`config.mk`:
```
export PLATFORM = sky130hd
export DESIGN_NAME = mod_updown_counter
export DESIGN_NICKNAME = d
export VERILOG_FILES = /design/src/rtl/counter_pkg.sv /design/src/rtl/counter_step.sv /design/src/rtl/mod_updown_counter.sv
export SDC_FILE = /design/constraint.sdc
export NUM_CORES = 1
export LEC_CHECK = 0
export ABC_AREA = 1
export CAP_MARGIN = 10
export CORE_AREA = 5 5 42 44
export CTS_CLUSTER_DIAMETER = 100
export CTS_CLUSTER_SIZE = 8
export DETAILED_ROUTE_END_ITERATION = 7
export DIE_AREA = 0 0 47 49
export PLACE_DENSITY = 0.58
export REMOVE_ABC_BUFFERS = 1
export SYNTH_ARGS = -nofsm -noshare
export SYNTH_HDL_FRONTEND = slang
export SYNTH_SLANG_ARGS = --single-unit
```
`constraint.sdc`:
```
create_clock -name clk -period 1.4 [get_ports clk]
set_input_delay 0.28 -clock clk [delete_from_list [all_inputs] [get_ports clk]]
set_output_delay 0.28 -clock clk [all_outputs]
set_load 0.05 [all_outputs]
```
`src/rtl/counter_pkg.sv`:
```
// Shared constants for the up/down counter family: direction encoding on `up`
// and the wrap/saturate mode selector used by the SATURATE parameter.
package counter_pkg;

    localparam logic DIR_UP   = 1'b1;
    localparam logic DIR_DOWN = 1'b0;

    localparam int MODE_WRAP = 0;
    localparam int MODE_SAT  = 1;

endpackage

```
`src/rtl/counter_step.sv`:
```
// Combinational next-count for one enabled step, including the boundary
// wrap/saturate decision; o_wrap flags a modulus rollover in either direction.
module counter_step
    import counter_pkg::*;
#(
    parameter int          WIDTH     = 4,
    parameter int unsigned MAX_VALUE = 2**WIDTH - 1,
    parameter int          SATURATE  = MODE_WRAP
) (
    input  logic [WIDTH-1:0] i_count,
    input  logic             i_up,
    output logic [WIDTH-1:0] o_next_count,
    output logic             o_wrap
);

    // One extra bit keeps the compare exact even when MAX_VALUE fills WIDTH.
    localparam logic [WIDTH:0]   MAX_EXT = (WIDTH+1)'(MAX_VALUE);
    localparam logic [WIDTH-1:0] MAX_W   = MAX_EXT[WIDTH-1:0];

    logic [WIDTH:0] w_cnt_ext;

    assign w_cnt_ext = {1'b0, i_count};

    always_comb begin
        o_next_count = i_count;
        o_wrap       = 1'b0;
        if (i_up == DIR_UP) begin
            if (w_cnt_ext < MAX_EXT) begin
                o_next_count = i_count + WIDTH'(1);
            end else if (SATURATE == MODE_WRAP) begin
                o_next_count = '0;
                o_wrap       = 1'b1;
            end
        end else begin
            if (w_cnt_ext != '0) begin
                o_next_count = i_count - WIDTH'(1);
            end else if (SATURATE == MODE_WRAP) begin
                o_next_count = MAX_W;
                o_wrap       = 1'b1;
            end
        end
    end

endmodule

```
`src/rtl/mod_updown_counter.sv`:
```
// Parametrised up/down counter with modulus MAX_VALUE+1, clamped parallel load,
// wrap or saturate at the ends, and a registered one-cycle terminal-count pulse.
module mod_updown_counter
    import counter_pkg::*;
#(
    parameter int          WIDTH     = 4,
    parameter int unsigned MAX_VALUE = 2**WIDTH - 1,
    parameter int          SATURATE  = MODE_WRAP
) (
    input  logic             clk,
    input  logic             rst,
    input  logic             clr,
    input  logic             load,
    input  logic [WIDTH-1:0] load_val,
    input  logic             en,
    input  logic             up,
    output logic [WIDTH-1:0] count,
    output logic             tc,
    output logic             at_max,
    output logic             at_zero
);

    localparam logic [WIDTH:0]   MAX_EXT = (WIDTH+1)'(MAX_VALUE);
    localparam logic [WIDTH-1:0] MAX_W   = MAX_EXT[WIDTH-1:0];

    logic [WIDTH-1:0] r_count;
    logic             r_tc;
    logic [WIDTH-1:0] w_next_count;
    logic             w_wrap;
    logic [WIDTH-1:0] w_load_clamped;

    counter_step #(
        .WIDTH     (WIDTH),
        .MAX_VALUE (MAX_VALUE),
        .SATURATE  (SATURATE)
    ) u_step (
        .i_count      (r_count),
        .i_up         (up),
        .o_next_count (w_next_count),
        .o_wrap       (w_wrap)
    );

    // Out-of-range loads clamp so the count never exceeds MAX_VALUE.
    assign w_load_clamped = ({1'b0, load_val} > MAX_EXT) ? MAX_W : load_val;

    always_ff @(posedge clk) begin
        if (rst) begin
            r_count <= '0;
            r_tc    <= 1'b0;
        end else if (clr) begin
            r_count <= '0;
            r_tc    <= 1'b0;
        end else if (load) begin
            r_count <= w_load_clamped;
            r_tc    <= 1'b0;
        end else if (en) begin
            r_count <= w_next_count;
            r_tc    <= w_wrap;
        end else begin
            r_tc    <= 1'b0;
        end
    end

    assign count   = r_count;
    assign tc      = r_tc;
    assign at_max  = (r_count == MAX_W);
    assign at_zero = (r_count == '0);

endmodule

```
=== After elaboration in Yosys (flattened, before gate mapping) ===
Cells that the tools add are included.
Widths: inputs -> output; s select.

* Add/sub/neg operators: 2
* $lt $le $gt $ge: 1
* Eq/ne operators: 1
* Muxes and demuxes: 8
* Bitwise gates (word level): 1
* Reduce and logical (&&, ||, !) cells: 5

{| class="wikitable"
|+ Operators by type and width
! kind !! count
|-
| $mux 4 || 5
|-
| $reduce_bool 5->1 || 1
|-
| $add 4x1->4 const B || 1
|-
| $eq 4x4->1 const B || 1
|-
| $logic_not 4->1 || 1
|-
| $lt 4x4->1 const B || 1
|-
| $reduce_or 4->1 || 1
|-
| $sub 4x1->4 const B || 1
|-
| $mux 1 || 3
|-
| $reduce_bool 2->1 || 1
|-
| $reduce_or 2->1 || 1
|-
| $not 1->1 || 1
|}

* Bits in registers: 5
* Bits of input ports: 10
* Output and inout bits: 7
* Logic and storage cells: 20

=== Longest topological paths before layout ===
* Word-level depth: 5
* Gate-level depth with buffers: 8
* Mapped depth without buffers: 8

=== Cells and area by module ===
A second synthesis with hierarchy kept.

* Cell total of the unflattened synthesis: 68
* Area, all modules: 402.9 µm²

{| class="wikitable"
|+ By module, submodules not included
! module !! instances !! cells each !! area each (µm²) !! sequential area each (µm²)
|-
| mod_updown_counter || 1 || 38 || 239.0 || 100.1
|-
| counter_step || 1 || 30 || 163.9 || 0.0
|}

=== Least setup slack after synthesis ===
No wires, ideal clock.

* Path type: flip-flop to output port
* Start: reg r_count[1], in the netlist count[1]
* End: out at_max
* Arrival: 1.421 ns
* Path slack: -0.301 ns
* Stages on the path, launching flop included: 4
* Path buffers: 0
* Cells stage by stage: dfxtp_1 ha_1 nand3_1 inv_1

* Word-level cells in the longest chain between the ends: 1

{| class="wikitable"
|+ Ends and longest elaborated chain
! element !! line !! RTL
|-
| start, declared || mod_updown_counter.sv:26 || <nowiki>logic [WIDTH-1:0] r_count;</nowiki>
|-
| start signal, assigned || mod_updown_counter.sv:54 || <nowiki>r_count <= w_load_clamped;</nowiki>
|-
| start signal, assigned || mod_updown_counter.sv:57 || <nowiki>r_count <= w_next_count;</nowiki>
|-
| $eq 4x4->1 || mod_updown_counter.sv:66 || <nowiki>assign at_max = (r_count == MAX_W);</nowiki>
|-
| end, declared || mod_updown_counter.sv:19 || <nowiki>output logic at_max,</nowiki>
|}

No other way between the ends.

=== Worst setup path in the final report ===
* Start: reg r_count[0], in the netlist count[0]
* End: out at_max

The elaborated chain is that of the path after synthesis.

==> flow_summary_export.csv <==
group,metric,value,unit
placement,placed_cells,100,
grt,grt_max_degree,9,
critical_path,cp_data_arrival_time,1.09,ns
run_status,status,"complete, no violations",
pwr,clockPowerShare,0.315,
floorplanning,rows,14,
placement,io_buffers,16,
layout,fin_cells,105,
critical_path,crit_type,"flip-flop to output port",
pwr,internal_power,359,uW
sta,whs,0.574,ns
layout,fin_util,0.519,
synthesis,yosys_warnings,0,
sta,tns,0,ns
sta,fmax,731,MHz
sta,maxSlewViolCount,0,
synthesis,synth_top_cell_area_share,0.256,
sta,worst_pin_slew,0.248,ns
clocking,cts_tree,"yes",
layout,nets,102,
clocking,cts_root_buf,"clkbuf_4",
sta,finalSetupViolCount,0,
critical_path,cpPeakStageDelay,0.35,ns
synthesis,seq_area_frac_synth,0.256,
grt,grt-ovfl-total,0,
grt,grt.total_usage,0.0987,
layout,num_antenna_cells,0,
grt,grt_pass1_wl,1700,um
synthesis,netlist_area,390,um^2
routing,drtAntennaViolNets,0,
critical_path,cp_max_fo,3,
synthesis,ys_ff_latch,5,
pwr,leakagePower,0.000344,uW
floorplanning,pin_count,17,
grt,first_global_vias,426,
pwr,pwr-share-comb,0.380,
synthesis,synth_largest_area_cell,"dfxtp_1",
critical_path,critical_path.slowest_cell,"dfxtp_2",
floorplanning,die_w,47,um
sta,hold_violations,0,
grt,antenna_found_initial,0,
sta,timing.final.crit_share,0.978,
synthesis,syn_avg_cell_area,6.10,um^2
routing,firstDrtPassIters,4,
grt,use_met2,0.161,
critical_path,start_kind,"flip-flop",
pwr,p_per_area,724,mW/mm^2
routing,drc,0,
critical_path,regToRegSetupSlack,0.26,ns
pwr,total_power,526,uW
clocking,cts_inserted_buffers,3,
routing,drt-initial-drc-count,9,
pwr,p_seq_frac,0.304,
sta,grt_setup_unrepaired,"true",
floorplanning,core,0.00140,mm^2
layout,layout-drive-gt1-share,0.360,
routing,vias,485,
clocking,worstSkewPairLatency,0.24,ns
clocking,clk_pin_slew_worst_paths,0.04,ns
synthesis,synth.distinct_cells,16,
job,drv_cap,0,
critical_path,cp_data_required_time,1.12,ns
grt,use_met3,0.0148,
routing,wl_per_cell,10.3,um
synthesis,synthTopCellsByArea,"dfxtp_1 26%, nand2_1 20%, nand3_1 10%, inv_1 9.6%, ha_1 6.4%",
synthesis,synthCells,64,
clocking,cts_max_level,1,
clocking,hold_buffers,0,
sta,finalClockSkew,0.00213,ns
floorplanning,chipHeight,49,um
sta,slew-limit-headroom,0.834,
placement,gp_congestion,0.821,
layout,syn_to_final_growth,86.2,%
routing,vias_per_cell,4.62,
routing,wirelength,1080,um
pwr,switching_share,0.318,
grt,grt-busiest-layer,"met2",
sta,period_needed,1.37,ns
hold_path,hp-class,"flip-flop to flip-flop",
placement,hpwl,877,um
pwr,p_switching,167,uW
critical_path,cp_cell_sequence,"ha_2, nand3_2, inv_2, buf_12",
grt,grtUsageMet1,0.123,
clocking,cts.path.max_buffers,2,
critical_path,end_kind,"output port",
clocking,cts_num_sinks,5,
floorplanning,start_util,0.279,
pwr,irDropWorstVdd,0.397,mV
floorplanning,dieArea,0.00230,mm^2
==> per-layer routing <==
layer	vias up	share of wire	wire (um)
li1	247	-	-
met1	224	0.41	448
met2	14	0.53	575
met3	0	0.054	58
met4	0	0	0
met5	-	0	0
==> cell usage after synthesis, drive strengths merged <==
cell type / n
a21oi: 3
a22oi: 1
a31oi: 1
buf: 1
dfxtp: 5
ha: 2
inv: 12
nand2: 21
nand3: 8
nand4: 1
nor2: 7
xnor2: 1
xor2: 1
==> registers in the layout, indices dropped and copies added, names as in the netlist <==
name and count:
count 4, tc 1
==> through the flow <==
| stage | setup WS (ns) | cell area (um^2) |
|---|---|---|
| 4_1_cts | 0.00293 | 707 |
| 6_report | 0.0313 | 727 |
| 3_5_place_dp | -0.0109 | 667 |
| 2_1_floorplan | -0.312 | 379 |
| 3_3_place_gp | -0.0148 | 667 |
| 5_1_grt | -0.00736 | 727 |
==> worst max-delay path, delay by kind of cell (launching register included) <==
kind,cells,cell delay (ns)
DFF,1,0.35
adders and majority gates,1,0.20
buffers and inverters,2,0.21
and+or+nand+nor,1,0.09
==> worst paths after layout <==
kind	end	depth (start not counted)	startpoint
setup / recovery	at_max	4	count[0]
hold / removal	count[3]	2	count[3]
setup reg to reg	count[3]	8	count[0]
hold reg to reg	count[3]	2	count[3]
==> cells in the final DEF (no fill, tap or decap), types with 2 or more instances in the layout <==
cell type,synthesis,layout
nor2_2,3,3
nand3_1,8,7
clkbuf_4,0,3
clkdlybuf4s50_1,0,9
nand2_1,21,20
inv_1,10,7
dfxtp_2,0,3
a21oi_1,2,2
buf_12,0,7
buf_4,0,6
inv_2,2,5
dfxtp_1,5,2
nor2_1,4,4
==> final cells by class <==
type | count | area [um^2]
Fill cell | 153 | 674
Timing Repair Buffer | 22 | 275
Multi-Input combinational cell | 46 | 256
Sequential cell | 5 | 104
Inverter | 12 | 45.0
Clock buffer | 4 | 26.3
Tap cell | 16 | 20.0
==> power groups by stage <==
| stage | clock network (uW) | registers [uW] | logic, uW |
|---|---|---|---|
| final | 166 | 160 | 200 |
| after global routing | 187 | 161 | 215 |
| after floorplan | 0 | 181 | 69.8 |
| after CTS | 172 | 159 | 195 |
| after detailed placement | 0 | 161 | 187 |
| after global placement | 0 | 161 | 186 |
==> what timing repair did <==
item / in CTS / in global routing
buffers inserted: 1 / 0
pin swaps: 1 / 1
endpoints found under the setup margin: 2 / 2
gates resized for setup: 5 / 6
==> cell families (layout without fill, tap and decap cells) <==
logic type / count (synthesis) / in the layout / share of synthesized area
simple gates: 37 / 37 / 0.407
buf+inv: 13 / 38 / 0.144
compound gates: 5 / 5 / 0.0834
flops: 5 / 5 / 0.256
fa+ha+maj: 2 / 2 / 0.0641
xor+xnor: 2 / 2 / 0.0449
(Power assumes the default switching activity.)
